--- config.mk ---
export PLATFORM = sky130hd
export DESIGN_NAME = sram_like_arbiter
export DESIGN_NICKNAME = d
export VERILOG_FILES = /design/src/rtl/cpu_bus_pkg.sv /design/src/rtl/sram_like_arbiter.sv
export SDC_FILE = /design/constraint.sdc
export NUM_CORES = 1
export LEC_CHECK = 0
export CAP_MARGIN = 20
export CORE_AREA = 2 2 122 124
export CTS_CLUSTER_SIZE = 14
export DETAILED_ROUTE_END_ITERATION = 8
export DIE_AREA = 0 0 124 126
export PLACE_DENSITY = 0.79
export SYNTH_ARGS = -nofsm -noshare
export SYNTH_HDL_FRONTEND = slang
export SYNTH_SLANG_ARGS = --single-unit
--- constraint.sdc ---
create_clock -name clk -period 1.6 [get_ports clk]
set_input_delay 0.24 -clock clk [delete_from_list [all_inputs] [get_ports clk]]
set_output_delay 0.24 -clock clk [all_outputs]
set_load 0.1 [all_outputs]
--- src/rtl/cpu_bus_pkg.sv ---
// cpu_bus_pkg: shared encodings for the SRAM-like bus arbiter
package cpu_bus_pkg;
  localparam logic [1:0] ARB_IDLE = 2'd0;
  localparam logic [1:0] ARB_ADDR = 2'd1;
  localparam logic [1:0] ARB_DATA = 2'd2;
  localparam logic OWNER_INST = 1'b0;
  localparam logic OWNER_DATA = 1'b1;
  localparam logic [1:0] SIZE_BYTE = 2'd0;
  localparam logic [1:0] SIZE_HALF = 2'd1;
  localparam logic [1:0] SIZE_WORD = 2'd2;
  typedef struct packed {
    logic        wr;
    logic [1:0]  size;
    logic [31:0] addr;
    logic [31:0] wdata;
  } bus_req_t;
endpackage

--- src/rtl/sram_like_arbiter.sv ---
// sram_like_arbiter: serialises fetch and data requests onto one SRAM-like bus
module sram_like_arbiter
  import cpu_bus_pkg::*;
#(
  parameter int STARVE_LIMIT = 4
) (
  input  logic        clk,
  input  logic        rst,
  input  logic        inst_req,
  input  logic        inst_wr,
  input  logic [1:0]  inst_size,
  input  logic [31:0] inst_addr,
  input  logic [31:0] inst_wdata,
  input  logic        inst_cancel,
  output logic        inst_addr_ok,
  output logic        inst_data_ok,
  output logic [31:0] inst_rdata,
  input  logic        data_req,
  input  logic        data_wr,
  input  logic [1:0]  data_size,
  input  logic [31:0] data_addr,
  input  logic [31:0] data_wdata,
  output logic        data_addr_ok,
  output logic        data_data_ok,
  output logic [31:0] data_rdata,
  output logic        bus_req,
  output logic        bus_wr,
  output logic [1:0]  bus_size,
  output logic [31:0] bus_addr,
  output logic [31:0] bus_wdata,
  input  logic        bus_addr_ok,
  input  logic        bus_data_ok,
  input  logic [31:0] bus_rdata,
  output logic        stallreq_from_if,
  output logic        stallreq_from_mem
);
  localparam logic [3:0] LIMIT = 4'(STARVE_LIMIT);

  logic [1:0] state, state_nxt;
  logic       owner, drop, grant, grant_own, starved, addr_hs, done;
  logic [3:0] starve_cnt;
  bus_req_t   req_q, req_in;

  // Data wins unless fetch has been passed over LIMIT times in a row
  function automatic logic pick_owner(input logic ireq, input logic dreq, input logic starve);
    return (dreq && !(ireq && starve)) ? OWNER_DATA : OWNER_INST;
  endfunction

  // Grant decision and next-state logic
  always_comb begin
    starved   = starve_cnt == LIMIT;
    grant     = state == ARB_IDLE && (inst_req || data_req);
    grant_own = pick_owner(inst_req, data_req, starved);
    req_in    = grant_own ? {data_wr, data_size, data_addr, data_wdata}
                          : {inst_wr, inst_size, inst_addr, inst_wdata};
    addr_hs   = state == ARB_ADDR && bus_addr_ok;
    done      = (addr_hs || state == ARB_DATA) && bus_data_ok;
    state_nxt = grant ? ARB_ADDR :
                addr_hs ? (bus_data_ok ? ARB_IDLE : ARB_DATA) :
                state == ARB_ADDR ? ARB_ADDR :
                state == ARB_DATA && !bus_data_ok ? ARB_DATA : ARB_IDLE;
  end

  // FSM, owner and request register; the bus fields are frozen for the whole transaction
  always_ff @(posedge clk or negedge rst) begin
    if (!rst) begin
      state <= ARB_IDLE;
      owner <= OWNER_INST;
      req_q <= '0;
    end else begin
      state <= state_nxt;
      if (grant) begin
        owner <= grant_own;
        req_q <= req_in;
      end
    end
  end

  // Count consecutive data grants that overtook a waiting fetch
  always_ff @(posedge clk or negedge rst) begin
    if (!rst) starve_cnt <= '0;
    else if (grant) starve_cnt <= (grant_own == OWNER_DATA && inst_req)
                                  ? (starved ? starve_cnt : starve_cnt + 4'd1) : 4'd0;
  end

  // A flushed fetch keeps its bus slot but its response is swallowed
  always_ff @(posedge clk or negedge rst) begin
    if (!rst) drop <= 1'b0;
    else drop <= state_nxt != ARB_IDLE &&
                 (drop || (inst_cancel && owner == OWNER_INST && state != ARB_IDLE));
  end

  // Bus master side, owner-steered handshakes and stall requests
  always_comb begin
    bus_req           = state == ARB_ADDR;
    {bus_wr, bus_size, bus_addr, bus_wdata} = req_q;
    inst_addr_ok      = addr_hs && owner == OWNER_INST;
    data_addr_ok      = addr_hs && owner == OWNER_DATA;
    inst_data_ok      = done && owner == OWNER_INST && !drop;
    data_data_ok      = done && owner == OWNER_DATA;
    inst_rdata        = inst_data_ok ? bus_rdata : 32'h0;
    data_rdata        = data_data_ok ? bus_rdata : 32'h0;
    stallreq_from_if  = rst && !inst_data_ok &&
                        (inst_req || (owner == OWNER_INST && state != ARB_IDLE && !drop));
    stallreq_from_mem = rst && !data_data_ok &&
                        (data_req || (owner == OWNER_DATA && state != ARB_IDLE));
  end
endmodule

# Word level (Yosys, flattened, before mapping)
# Index checks and enable logic that the tools add are counted.
# totals
input_bits	173
out_inout_bits	138
regBits	75
wordCells	61
# op_classes
bitwise	1
n_eq_ne	4
addsub	1
reduce_logical	36
mux	11
# op_table
operator	count
67-bit 2-to-1 mux	1
32-bit 2-to-1 mux	2
1-bit logical AND	22
2-bit 2-to-1 mux	5
4-bit 2-to-1 mux	2
1-bit zero test	5
1-bit logical OR	5
4-bit by 1-bit adder with 4-bit output, second input constant	1
4-bit by 3-bit == test with 1-bit output, second input constant	1
2-bit nonzero test	2
2-bit by 1-bit == test with 1-bit output, second input constant	1
2-bit == test, second input constant	1
2-bit zero test	1
2-bit != test, second input constant	1
2-bit AND reduction	1
1-bit 2-to-1 mux	1
1-bit inverter	1

# Longest topological paths before layout
# Gate-level depths: netlist of run 1.
# depth
word_depth	9
ltp_mapped	9
ltp_nobuf	6

# Least setup slack after synthesis of run 1
# Ideal clock, no wire load.
# synth_path
kind	reg-to-output
from	register state[0]
to	output port stallreq_from_mem
required_time_ps	1360
path_stages_with_launch	7
arrival_ps	3365
path_buffers	2
setup_slack_ps	-2005
path_cell_list	dfrtp_1 > nand3b_1 > o21ai_1 > and3_1 > buf_2 > buf_6 > nor3b_1
# synth_between
elab_chain_cells	8
elab_cells_between_ends	12
classes_between	eq/ne (2); reduce/logical (10)
# synth_lines
element	line_no	source
start, declared	sram_like_arbiter.sv:39	logic [1:0] state, state_nxt;
start signal, assigned	sram_like_arbiter.sv:71	state <= state_nxt;
2-bit by 1-bit == test with 1-bit output	sram_like_arbiter.sv:56	addr_hs = state == ARB_ADDR && bus_addr_ok;
1-bit logical AND	sram_like_arbiter.sv:56	
1-bit logical OR *	sram_like_arbiter.sv:57	done = (addr_hs || state == ARB_DATA) && bus_data_ok;
1-bit logical AND *	sram_like_arbiter.sv:57	
1-bit logical AND *	sram_like_arbiter.sv:100	data_data_ok = done && owner == OWNER_DATA;
named net data_data_ok	sram_like_arbiter.sv:24	output logic data_data_ok,
1-bit zero test *	sram_like_arbiter.sv:105	stallreq_from_mem = rst && !data_data_ok &&
1-bit logical AND * (2 in series)	sram_like_arbiter.sv:105	
end, declared	sram_like_arbiter.sv:35	output logic stallreq_from_mem
# The timed path passes the listed nets; every way through them passes the cells marked *.

# Worst setup path in the final report of run 1
# layout_path
from	register state[0]
to	output port stallreq_from_if
# layout_between
elab_chain_cells	9
elab_cells_between_ends	14
classes_between	eq/ne (2); reduce/logical (12)
# layout_lines
element	line_no	source
2-bit by 1-bit == test with 1-bit output	sram_like_arbiter.sv:56	
1-bit logical AND	sram_like_arbiter.sv:56	
1-bit logical OR	sram_like_arbiter.sv:57	
1-bit logical AND	sram_like_arbiter.sv:57	
1-bit logical AND (2 in series)	sram_like_arbiter.sv:99	inst_data_ok = done && owner == OWNER_INST && !drop;
1-bit zero test	sram_like_arbiter.sv:103	stallreq_from_if = rst && !inst_data_ok &&
1-bit logical AND	sram_like_arbiter.sv:103	
1-bit logical AND *	sram_like_arbiter.sv:103	
end, declared	sram_like_arbiter.sv:34	output logic stallreq_from_if,
# Mark *: on every way between the ends. The rest lies on a longest branch, timed or not.

==> summary.md, run 1 <==
| Metric | Value |
|---|---|
| CTS Buf Count | 9 |
| Worst-path maximum fanout | 4 |
| Die height | 126 um |
| Core area | 0.01431 mm^2 |
| Area occupied by multi-input gates | 0.002218 mm^2 |
| Worst r2r path cells | 9 |
| Number of distinct library cells after synthesis | 33 |
| Crit path capture | stallreq_from_if |
| Compound-Gate Fraction of Synth Area | 21.27% |
| Worst-path clk slew | 60 ps |
| Final worst slack | -401.2 ps |
| Layout area overhead | 144.8% |
| Post-synthesis mux area share | 0% |
| Final antenna-violating net count | 0 |
| Clock share of power | 11.0% |
| Fraction of registers with async set/reset | 100.0% |
| Share of layout cells above drive strength 1 | 38.83% |
| Yosys top cell area share | 45.91% |
| Sw Ratio | 52.97% |
| GRT Residual Overflow | 0 |
| R2r setup slk | -170 ps |
| Tmin final | 2001 ps |
| VDD IR-drop max | 1500 uV |
| Startpoint Class | register |
| Crit end category | output pin |
| Gate Count Post-Synth | 493 |
| Status | complete, but fails checks |
| PortBufs | 310 |
| Largest net degree at the start of global routing | 71 |
| Tightest Pin Transition | 399.2 ps |
| Syn avg cell area | 8.291 um^2 |
| First-pass GRT wire length | 27,640 um |
| Vias per inst | 4.779 |
| Comb power frac | 70.7% |
| Post-synth EDFFs | 0 |
| Sequential Power Share | 18.3% |
| Horiz. Die Dim | 124 um |
| Post-DP HPWL | 13,280 um |
| Simple-gate share of the synthesized area | 26.23% |
| Post-synthesis adder-cell area fraction | 0.6122% |
| Final nets | 1,007 |
| Final period utilization | 125.1% |
| Synth area leaders | dfrtp_1 (46%), a21oi_1 (13%), and2_1 (9.9%), nor2_1 (6.7%), a21oi_2 (6.4%) |
| Crit path DAT | 1760 ps |
| Site row count | 44 |
| Max-Slew Margin vs Limit | 73.39% |
| Routed vias | 4,884 |
| CTS tree | done |
| # IOs | 311 |
| Number of max-cap violations | 0 |
| Ys flop type | dfrtp_1 |
| RD Place Congestion | 0.7836 |
| Register bit total from synthesis | 75 |
| CTS sink count | 75 |
| Failing checks | setup timing |
| Post-Synth XOR/XNOR Area | 0% |
| TritonRoute pass-1 iters | 5 |
| Largest family of logic cells by synthesized area | simple AND/OR/NAND/NOR gates |
| PD cells | 1926 mW/mm^2 |
| Place WS | -390.7 ps |
| Later-pin clock latency in the skew report | 330 ps |
| Placed instance count | 981 |
| Clock skew | 7.696 ps |
| Max Clock Freq | 499.7 MHz |
| Drt drc | 0 |
| Starting density of the core | 28.56% |
| YS warnings | 0 |
| Tot GR Track Use | 23.30% |
| Full die area | 0.01562 mm^2 |
| Clock root cell | clkbuf_16 |
| Reg-to-Reg End | bus_wdata[28] |
| P_leak | 4.252 nW |
| Synth area leader | dfrtp_1 |
| DRT iter0 DRCs | 189 |
| Filler cell count | 1,033 |
| Drt total wl | 18,970 um |
| Initial antenna violation count | 1 |
| Mapped Area | 0.004088 mm^2 |
| RSZ-0062 raised after global routing | yes |
| Psw | 10.21 mW |
| WS Path Type | reg2out |
| Final Setup Violations | 138 |
| Vias in the first global route | 4,996 |
| Avg WL per Cell | 18.56 um |
| Sequential cell area | 0.001877 mm^2 |
| Syn nets | 668 |
| Hold Vio Cnt, Final | 0 |
| Htree depth | 3 |
| Req. time, crit path | 1360 ps |
| Seq/Total Area, Yosys | 45.91% |
| Internal Pwr Total | 9.063 mW |
| Final core utilization | 69.90% |
| Critical Path Start | state[0] |
| Reg2Reg Launch Point | state[0] |
| Hold Crit Class | in2async |
| CTS max path bufs | 2 |
| Max-slew violation count | 0 |
| Final Non-Filler Cells | 1,022 |
flip-flops by register name, summed over array words and instances, names as in the netlist:
| register | flops |
|---|---|
| state | 2 |
| owner | 1 |
| bus_wr | 1 |
| bus_size | 2 |
| drop | 1 |
| starve_cnt | 4 |
| bus_addr | 32 |
| bus_wdata | 32 |
layout by cell type, fill, tap and decap left out, types with 2 or more instances in the layout:
| cell type | count |
|---|---|
| buf_16 | 8 |
| and2_4 | 63 |
| nor2b_1 | 2 |
| inv_1 | 4 |
| nor2_4 | 3 |
| o22ai_1 | 2 |
| nor2_1 | 71 |
| nor3b_4 | 2 |
| and2_2 | 2 |
| clkdlybuf4s50_1 | 171 |
| nand3_1 | 3 |
| buf_6 | 9 |
| nand2_1 | 69 |
| buf_4 | 23 |
| clkbuf_16 | 13 |
| clkbuf_8 | 2 |
| dlygate4sd3_1 | 2 |
| buf_12 | 151 |
| a21oi_1 | 103 |
| a21oi_2 | 34 |
| dfrtp_1 | 75 |
| o21ai_1 | 2 |
| and3_4 | 2 |
worst max-delay path, stage by stage (launching register included):
cell and delay, ps:
dfrtp_1 410, nand3b_1 130, o21ai_2 80, and3_4 220, buf_6 140, nor3b_4 230, buf_12 210
timing repair:
item | 4_1_cts | 5_1_grt
pin swaps | 7 | 5
setup buffers | 8 | 5
hold buffers | 2 | 0
hold endpoints to repair | 5 | 0
setup endpoints to repair | 117 | 141
cloned | 7 | 4
gates resized for setup | 30 | 25
routing by layer:
layer	share of wire, %	wire length [um]	up-vias	GRT usage [%]
li1	-	-	2316	-
met1	37	6925	2300	25.86
met2	52	9913	237	41.79
met3	9.1	1723	31	7.473
met4	2.1	405	0	7.336
met5	0	0	-	0
how the worst min path moves through the flow:
stage          start           end  depth (start not counted)
2_1_floorplan    rst   bus_addr[0]                          0
4_1_cts          rst   bus_size[0]                          2
5_1_grt          rst  bus_wdata[3]                          2
3_5_place_dp     rst  bus_wdata[2]                          1
6_report         rst  bus_wdata[3]                          2
3_3_place_gp     rst  bus_wdata[2]                          1
through the flow:
stage	setup TNS, ps	hold slack, ps	instance area, um^2	total power [mW]
after floorplan	-11990	-55.59	4294	11.10
after global placement	-33410	83.36	9145	16.41
after detailed placement	-37940	79.43	9145	16.57
after CTS	-32540	337.1	9819	19.18
after global routing	-44260	363.7	10000	19.93
final	-33270	343.8	10000	19.27
kinds of logic after synthesis:
group,after synthesis
buffers and inverters,44
AND/OR/NAND/NOR,224
adder cells (fa/ha/maj),2
AO/OA/AOI/OAI,148
flip-flops,75
power groups by stage:
stage,sequential (mW),combinational (mW),clock [mW]
2_1_floorplan,8.49,2.61,0
3_3_place_gp,3.51,12.9,0
3_5_place_dp,3.56,13.0,0
4_1_cts,3.52,13.5,2.17
5_1_grt,3.62,14.1,2.26
6_report,3.52,13.6,2.12
cells in the mapped netlist (2+ instances only):
master / instances
a21oi_1: 107
a21oi_2: 30
and2_1: 65
and3_1: 2
buf_2: 19
buf_4: 3
buf_6: 5
clkbuf_1: 8
clkbuf_2: 5
dfrtp_1: 75
ha_1: 2
inv_1: 4
nand2_1: 70
nand3_1: 3
nor2_1: 73
nor2b_1: 2
o21ai_1: 3
o22ai_1: 2
final cells by class:
| cell class | instances | area share, % |
|---|---|---|
| antenna | 1 | 0.02501 |
| clock buffer | 11 | 2.526 |
| clock inverter | 5 | 0.6003 |
| inverter | 4 | 0.1501 |
| multi-input combinational | 374 | 22.17 |
| sequential | 75 | 18.76 |
| tap | 184 | 2.301 |
| timing repair buffer | 368 | 53.46 |
(Power assumes the default switching activity.)
==> run 2, diff against run 1 <==
==> constraint.sdc (replaced) <==
create_clock -name clk -period 1.7 [get_ports clk]
set_input_delay 0.255 -clock clk [delete_from_list [all_inputs] [get_ports clk]]
set_output_delay 0.255 -clock clk [all_outputs]
set_load 0.1 [all_outputs]
==> run 2 against run 1 <==
  * Register-to-register slack gained 80 ps
  * The flow still finishes with violations (setup timing)
  * Non-clock buffer count fell by 7
  * Worst hold slack got worse by 190 ps
  * Clock power decreased by 3%
  * Power down 6.4%
  * Design area fell by 1.9%
  * Count of clock-buffer cells in the layout fell by 1
  * Setup slack gained 11 ps
  * Routed wire length shrank 2.2%
  * Sequential cell count stayed put
  * Sequential power is 5% lower
  * Critical endpoint is now data_rdata[15]
==> summary.md, run 2 (synthesis gave the netlist of run 1 again) <==
| Metric | Value |
|---|---|
| Die height | 126 um (unchanged) |
| Slowest stage delay, CP | 410 ps (about the same) |
| Later-pin clock latency in the skew report | 330 ps (about the same) |
| Max Clock Freq | 478.4 MHz |
| Tmin final | 2090 ps |
| Largest net degree at the start of global routing | 59 (-17%) |
| Final Non-Filler Cells | 1,013 (-0.88%) |
| Initial antenna violation count | 0 (-1) |
| Clock skew | 6.715 ps (-0.9810 ps) |
| TritonRoute pass-1 iters | 4 (-1) |
| Reg2Reg Launch Point | state[1] |
| Full die area | 0.01562 mm^2 (unchanged) |
| Core area | 0.01431 mm^2 (unchanged) |
| P_leak | 4.164 nW (-2.1%) |
| Failing checks | setup timing |
| First-pass GRT wire length | 27,810 um (+0.60%) |
| VDD IR-drop max | 964.6 uV (-36%) |
| Routed vias | 4,864 (-0.41%) |
| Worst-path maximum fanout | 14 (+10) |
| CTS tree | done |
| Critical Path Start | state[0] |
| Tot GR Track Use | 23.17% (-0.13 points) |
| Most frequent cells in the layout | clkdlybuf4s50_1 (171), buf_12 (148), a21oi_1 (100), dfrtp_1 (75), nand2_1 (69) |
| Tightest Pin Transition | 786.9 ps (+387.7 ps) |
| Crit. path cell count | 6 (unchanged) |
| Placed instance count | 981 (unchanged) |
| # IOs | 311 (unchanged) |
| Vias in the first global route | 5,161 (+3.3%) |
| Crit path cell chain | buf_4 > o21ai_2 > and3_4 > buf_6 > and2_2 > buf_12 |
| Layout area overhead | 140.1% |
| Crit path capture | data_rdata[15] |
| Setup TNS | -23,970 ps (+9304 ps) |
| Horiz. Die Dim | 124 um (unchanged) |
| Max-Slew Margin vs Limit | 47.54% (-26 points) |
| Share of layout cells above drive strength 1 | 39.32% (+0.50 points) |
| Buf/Inv on CP | 3 (+1) |
| Avg WL per Cell | 18.32 um (-1.3%) |
| Vias per inst | 4.802 (+0.48%) |
| Site row count | 44 (unchanged) |
| Commonest non-fill, non-tap cell in the layout | clkdlybuf4s50_1 |
| Delay-heaviest family, CP | buffers and inverters |
| Final nets | 1,000 (-0.70%) |
| CTS max path bufs | 2 (unchanged) |
| Number of max-cap violations | 0 (unchanged) |
| Startpoint Class | register |
| RSZ-0062 raised after global routing | yes |
| Status | complete, but fails checks |
| Starting density of the core | 28.56% (unchanged) |
| PortBufs | 310 (unchanged) |
| Drt drc | 0 (unchanged) |
| CTS sink count | 75 (unchanged) |
| Final antenna-violating net count | 0 (unchanged) |
| Final Setup Violations | 112 (-19%) |
| PD cells | 1837 mW/mm^2 (-4.6%) |
| Cell at the slowest stage of the critical path | dfrtp_1 |
| CTS Buf Count | 9 (unchanged) |
| Hold Vio Cnt, Final | 0 (unchanged) |
| Post-DP HPWL | 13,430 um (+1.1%) |
| Crit end category | output pin |
| R2r setup slk | -90 ps (+80 ps) |
| RD Place Congestion | 0.8256 (+5.4%) |
| Drt total wl | 18,560 um (-2.2%) |
| Ant. Diodes | 0 (-1) |
| Worst r2r path cells | 10 (+1) |
| Final core utilization | 68.57% (-1.3 points) |
| Hold Crit Class | in2async |
| WS Path Type | reg2out |
| Max-slew violation count | 0 (unchanged) |
| Clock root cell | clkbuf_16 |
| Htree depth | 3 (unchanged) |
| Worst-path clk slew | 60 ps (about the same) |
| Final worst slack | -390.1 ps (+11.13 ps) |
| Req. time, crit path | 1440 ps (+80 ps) |
| Reg-to-Reg End | bus_wdata[1] |
| Final period utilization | 122.9% |
| GRT Residual Overflow | 0 (unchanged) |
| Crit path DAT | 1840 ps (+80 ps) |
| DRT iter0 DRCs | 196 (+3.7%) |
## run 2: worst min-delay path by stage
| stage | startpoint | to | slack, ps | cells after the start |
|---|---|---|---|---|
| after global placement | rst | bus_wdata[0] | 290 | 2 |
| after CTS | rst | bus_addr[6] | 180 | 2 |
| after detailed placement | rst | bus_size[0] | 290 | 2 |
| after floorplan | rst | bus_addr[0] | -40 | 0 |
| final | rst | starve_cnt[0] | 150 | 2 |
| after global routing | rst | starve_cnt[2] | 220 | 2 |
## run 2: area by class of cell
cell class                      count  area [um^2]
Sequential cell                    75         1877
Multi-Input combinational cell    374         2221
Tap cell                          184        230.2
Clock inverter                      5        77.57
Clock buffer                       10        239.0
Inverter                            4        15.01
Fill cell                        1054         4499
Timing Repair Buffer              361         5155
## run 2: power breakdown
group	internal, mW	switching (mW)	leakage, nW
logic	4.63	8.01	3.16
clock network	1.31	0.744	0.154
registers	2.53	0.806	0.850
## run 2: timing repair
item                                   4_1_cts  5_1_grt
cloned                                       3        5
endpoints found under the hold margin       17        0
pin swaps                                    7        6
buffers inserted                             4        6
resized for setup                           19       24
setup endpoints to repair                   71      142
hold buffers                                 1        0
## run 2: per-stage QoR
stage | hold slack, ps | instance area [um^2] | setup slack, ps | power [mW]
after floorplan | -40.59 | 4294 | -467.5 | 10.45
after global placement | 293.2 | 9120 | -325.3 | 15.41
after detailed placement | 292.4 | 9120 | -344.9 | 15.56
after CTS | 177.2 | 9588 | -336.1 | 17.85
after global routing | 217.6 | 9814 | -451.9 | 18.65
final | 149.5 | 9814 | -390.1 | 18.03
## run 2: routing by layer
layer / part of all wire [%] / GRT usage (%)
met1: 35 / 24.94
met2: 54 / 42.73
met3: 8.6 / 6.703
met4: 2.0 / 7.799
met5: 0 / 0
==> run 3, diff against run 2 <==
--- a/config.mk
+++ b/config.mk
@@ -11,6 +11,7 @@
 export DETAILED_ROUTE_END_ITERATION = 8
 export DIE_AREA = 0 0 124 126
 export PLACE_DENSITY = 0.79
+export SLEW_MARGIN = 40
 export SYNTH_ARGS = -nofsm -noshare
 export SYNTH_HDL_FRONTEND = slang
 export SYNTH_SLANG_ARGS = --single-unit
==> run 3 against run 2 <==
  * The run still ends with setup timing left
  * Register-to-register slack hardly changed
  * Non-clock buffer count stayed put
  * Sequential power hardly changed
  * Clock power hardly changed
  * Design area hardly changed
  * Clock skew is 2.9 ps higher
  * Power hardly changed
  * First-iteration DRC count is 10% higher
  * Die area stayed put
  * Critical path depth stayed put
  * Worst hold slack worse by 97 ps
  * Critical path type unchanged
==> summary.md, run 3 (synthesis gave the netlist of run 1 again) <==
| Metric | Value |
|---|---|
| DRT iter0 DRCs | 216 (+10%) |
| Final period utilization | 123.1% (+0.19 points) |
| Place WS | -344.9 ps (unchanged) |
| Crit path cell chain | buf_4 > o21ai_2 > and3_4 > buf_6 > and2_2 > buf_12 |
| Most frequent cells in the layout | clkdlybuf4s50_1 (171), buf_12 (148), a21oi_1 (100), dfrtp_1 (75), nand2_1 (69) |
| Reg2Reg Launch Point | state[1] |
| Routed vias | 4,882 (+0.37%) |
| WS Path Type | reg2out |
| Max-Slew Margin vs Limit | 62.32% (+15 points) |
| Clock skew | 9.606 ps (+2.892 ps) |
| Avg WL per Cell | 18.33 um (about the same) |
| Number of max-cap violations | 0 (unchanged) |
| Share of layout cells above drive strength 1 | 39.32% (unchanged) |
| Core area | 0.01431 mm^2 (unchanged) |
| Slowest stage delay, CP | 410 ps (about the same) |
| Buf/Inv on CP | 3 (unchanged) |
| Full die area | 0.01562 mm^2 (unchanged) |
| Final nets | 1,000 (unchanged) |
| PD cells | 1837 mW/mm^2 (about the same) |
| Hold slack | 52.38 ps (-97.08 ps) |
| Horiz. Die Dim | 124 um (unchanged) |
| Tot GR Track Use | 23.17% (unchanged) |
| Final core utilization | 68.59% (about the same) |
| Initial antenna violation count | 0 (unchanged) |
| Failing checks | setup timing |
| Clock root cell | clkbuf_16 |
| Max Clock Freq | 477.7 MHz (-0.15%) |
| CTS sink count | 75 (unchanged) |
| Req. time, crit path | 1440 ps (about the same) |
| Area of placed instances | 0.009120 mm^2 (unchanged) |
| Vias per inst | 4.819 (+0.37%) |
| GRT Residual Overflow | 0 (unchanged) |
| Vias in the first global route | 5,161 (unchanged) |
| Final worst slack | -393.3 ps (-3.181 ps) |
| Starting density of the core | 28.56% (unchanged) |
| Tmin final | 2093 ps (+3.181 ps) |
| Worst r2r path cells | 10 (unchanged) |
| # IOs | 311 (unchanged) |
| Die height | 126 um (unchanged) |
| RD Place Congestion | 0.8256 (unchanged) |
| Hold Vio Cnt, Final | 0 (unchanged) |
| Crit path DAT | 1840 ps (about the same) |
| Site row count | 44 (unchanged) |
| Hold Crit Class | in2async |
| Cell at the slowest stage of the critical path | dfrtp_1 |
| Startpoint Class | register |
| Final Setup Violations | 113 (+0.89%) |
| Crit end category | output pin |
| Later-pin clock latency in the skew report | 330 ps (about the same) |
| Largest net degree at the start of global routing | 59 (unchanged) |
| Drt drc | 0 (unchanged) |
| Final Non-Filler Cells | 1,013 (unchanged) |
| Final antenna-violating net count | 0 (unchanged) |
| R2r setup slk | -90 ps (about the same) |
| Tightest Pin Transition | 565.2 ps (-221.7 ps) |
| Design area | 0.009818 mm^2 (about the same) |
| Post-DP HPWL | 13,430 um (unchanged) |
| Ant. Diodes | 0 (unchanged) |
| Delay-heaviest family, CP | buffers and inverters |
| Commonest non-fill, non-tap cell in the layout | clkdlybuf4s50_1 |
| First-pass GRT wire length | 27,810 um (unchanged) |
| Drt total wl | 18,560 um (about the same) |
| Max-slew violation count | 0 (unchanged) |
| Layout area overhead | 140.2% (about the same) |
| Status | complete, but fails checks |
| CTS Buf Count | 9 (unchanged) |
| TritonRoute pass-1 iters | 6 (+2) |
| Filler cell count | 1,056 (+0.19%) |
| VDD IR-drop max | 965.9 uV (+0.13%) |
| Placed instance count | 981 (unchanged) |
| Htree depth | 3 (unchanged) |
| Worst-path clk slew | 60 ps (about the same) |
| RSZ-0062 raised after global routing | yes |
| PortBufs | 310 (unchanged) |
| CTS tree | done |
| Reg-to-Reg End | bus_wdata[1] |
| P_leak | 4.165 nW (about the same) |
| Worst-path maximum fanout | 14 (unchanged) |
| CTS max path bufs | 2 (unchanged) |
-- run 3: timing repair --
action | in CTS | in global routing
endpoints found under the setup margin | 71 | 142
setup buffers | 4 | 6
gates resized for setup | 19 | 24
pin swaps | 7 | 6
hold buffers | 1 | 0
hold endpoints to repair | 17 | 0
cloned | 3 | 5
-- run 3: worst max path at each step --
stage	from	endpoint	slack, ps	cells past startpoint
2_1_floorplan	state[0]	stallreq_from_mem	-470	6
3_3_place_gp	bus_addr_ok	data_rdata[5]	-330	7
3_5_place_dp	bus_addr_ok	data_rdata[2]	-340	7
4_1_cts	state[0]	stallreq_from_mem	-340	6
5_1_grt	state[0]	data_rdata[15]	-450	6
6_report	state[0]	data_rdata[15]	-390	6
-- run 3: power by group --
group	leakage [nW]	internal [mW]	switching, mW
sequential	0.850	2.53	0.804
clock	0.154	1.31	0.753
combinational	3.16	4.63	8.01
-- run 3: cell type report --
cell class              instances  area, um^2  area share (%)
multi-input cells             374        2221           22.62
flip-flops and latches         75        1877           19.12
clock inverters                 5       77.57          0.7901
well taps                     184       230.2           2.345
repair buffers                361        5159           52.54
inverters                       4       15.01          0.1529
clock buffers                  10       239.0           2.434
-- run 3: per-stage QoR --
step           TNS [ps]  power [mW]
6_report         -24040       18.04
5_1_grt          -32770       18.65
4_1_cts          -28030       17.85
3_5_place_dp     -30180       15.56
3_3_place_gp     -26850       15.41
2_1_floorplan     -6541       10.45
-- run 3: metal layers --
layer	share of wire, %	routed length [um]	global-route usage, %	up-vias
met5	0	0	0	-
met4	2.2	415	7.799	0
met3	8.7	1620	6.703	29
met2	54	10020	42.73	230
met1	35	6507	24.94	2335
li1	-	-	-	2288
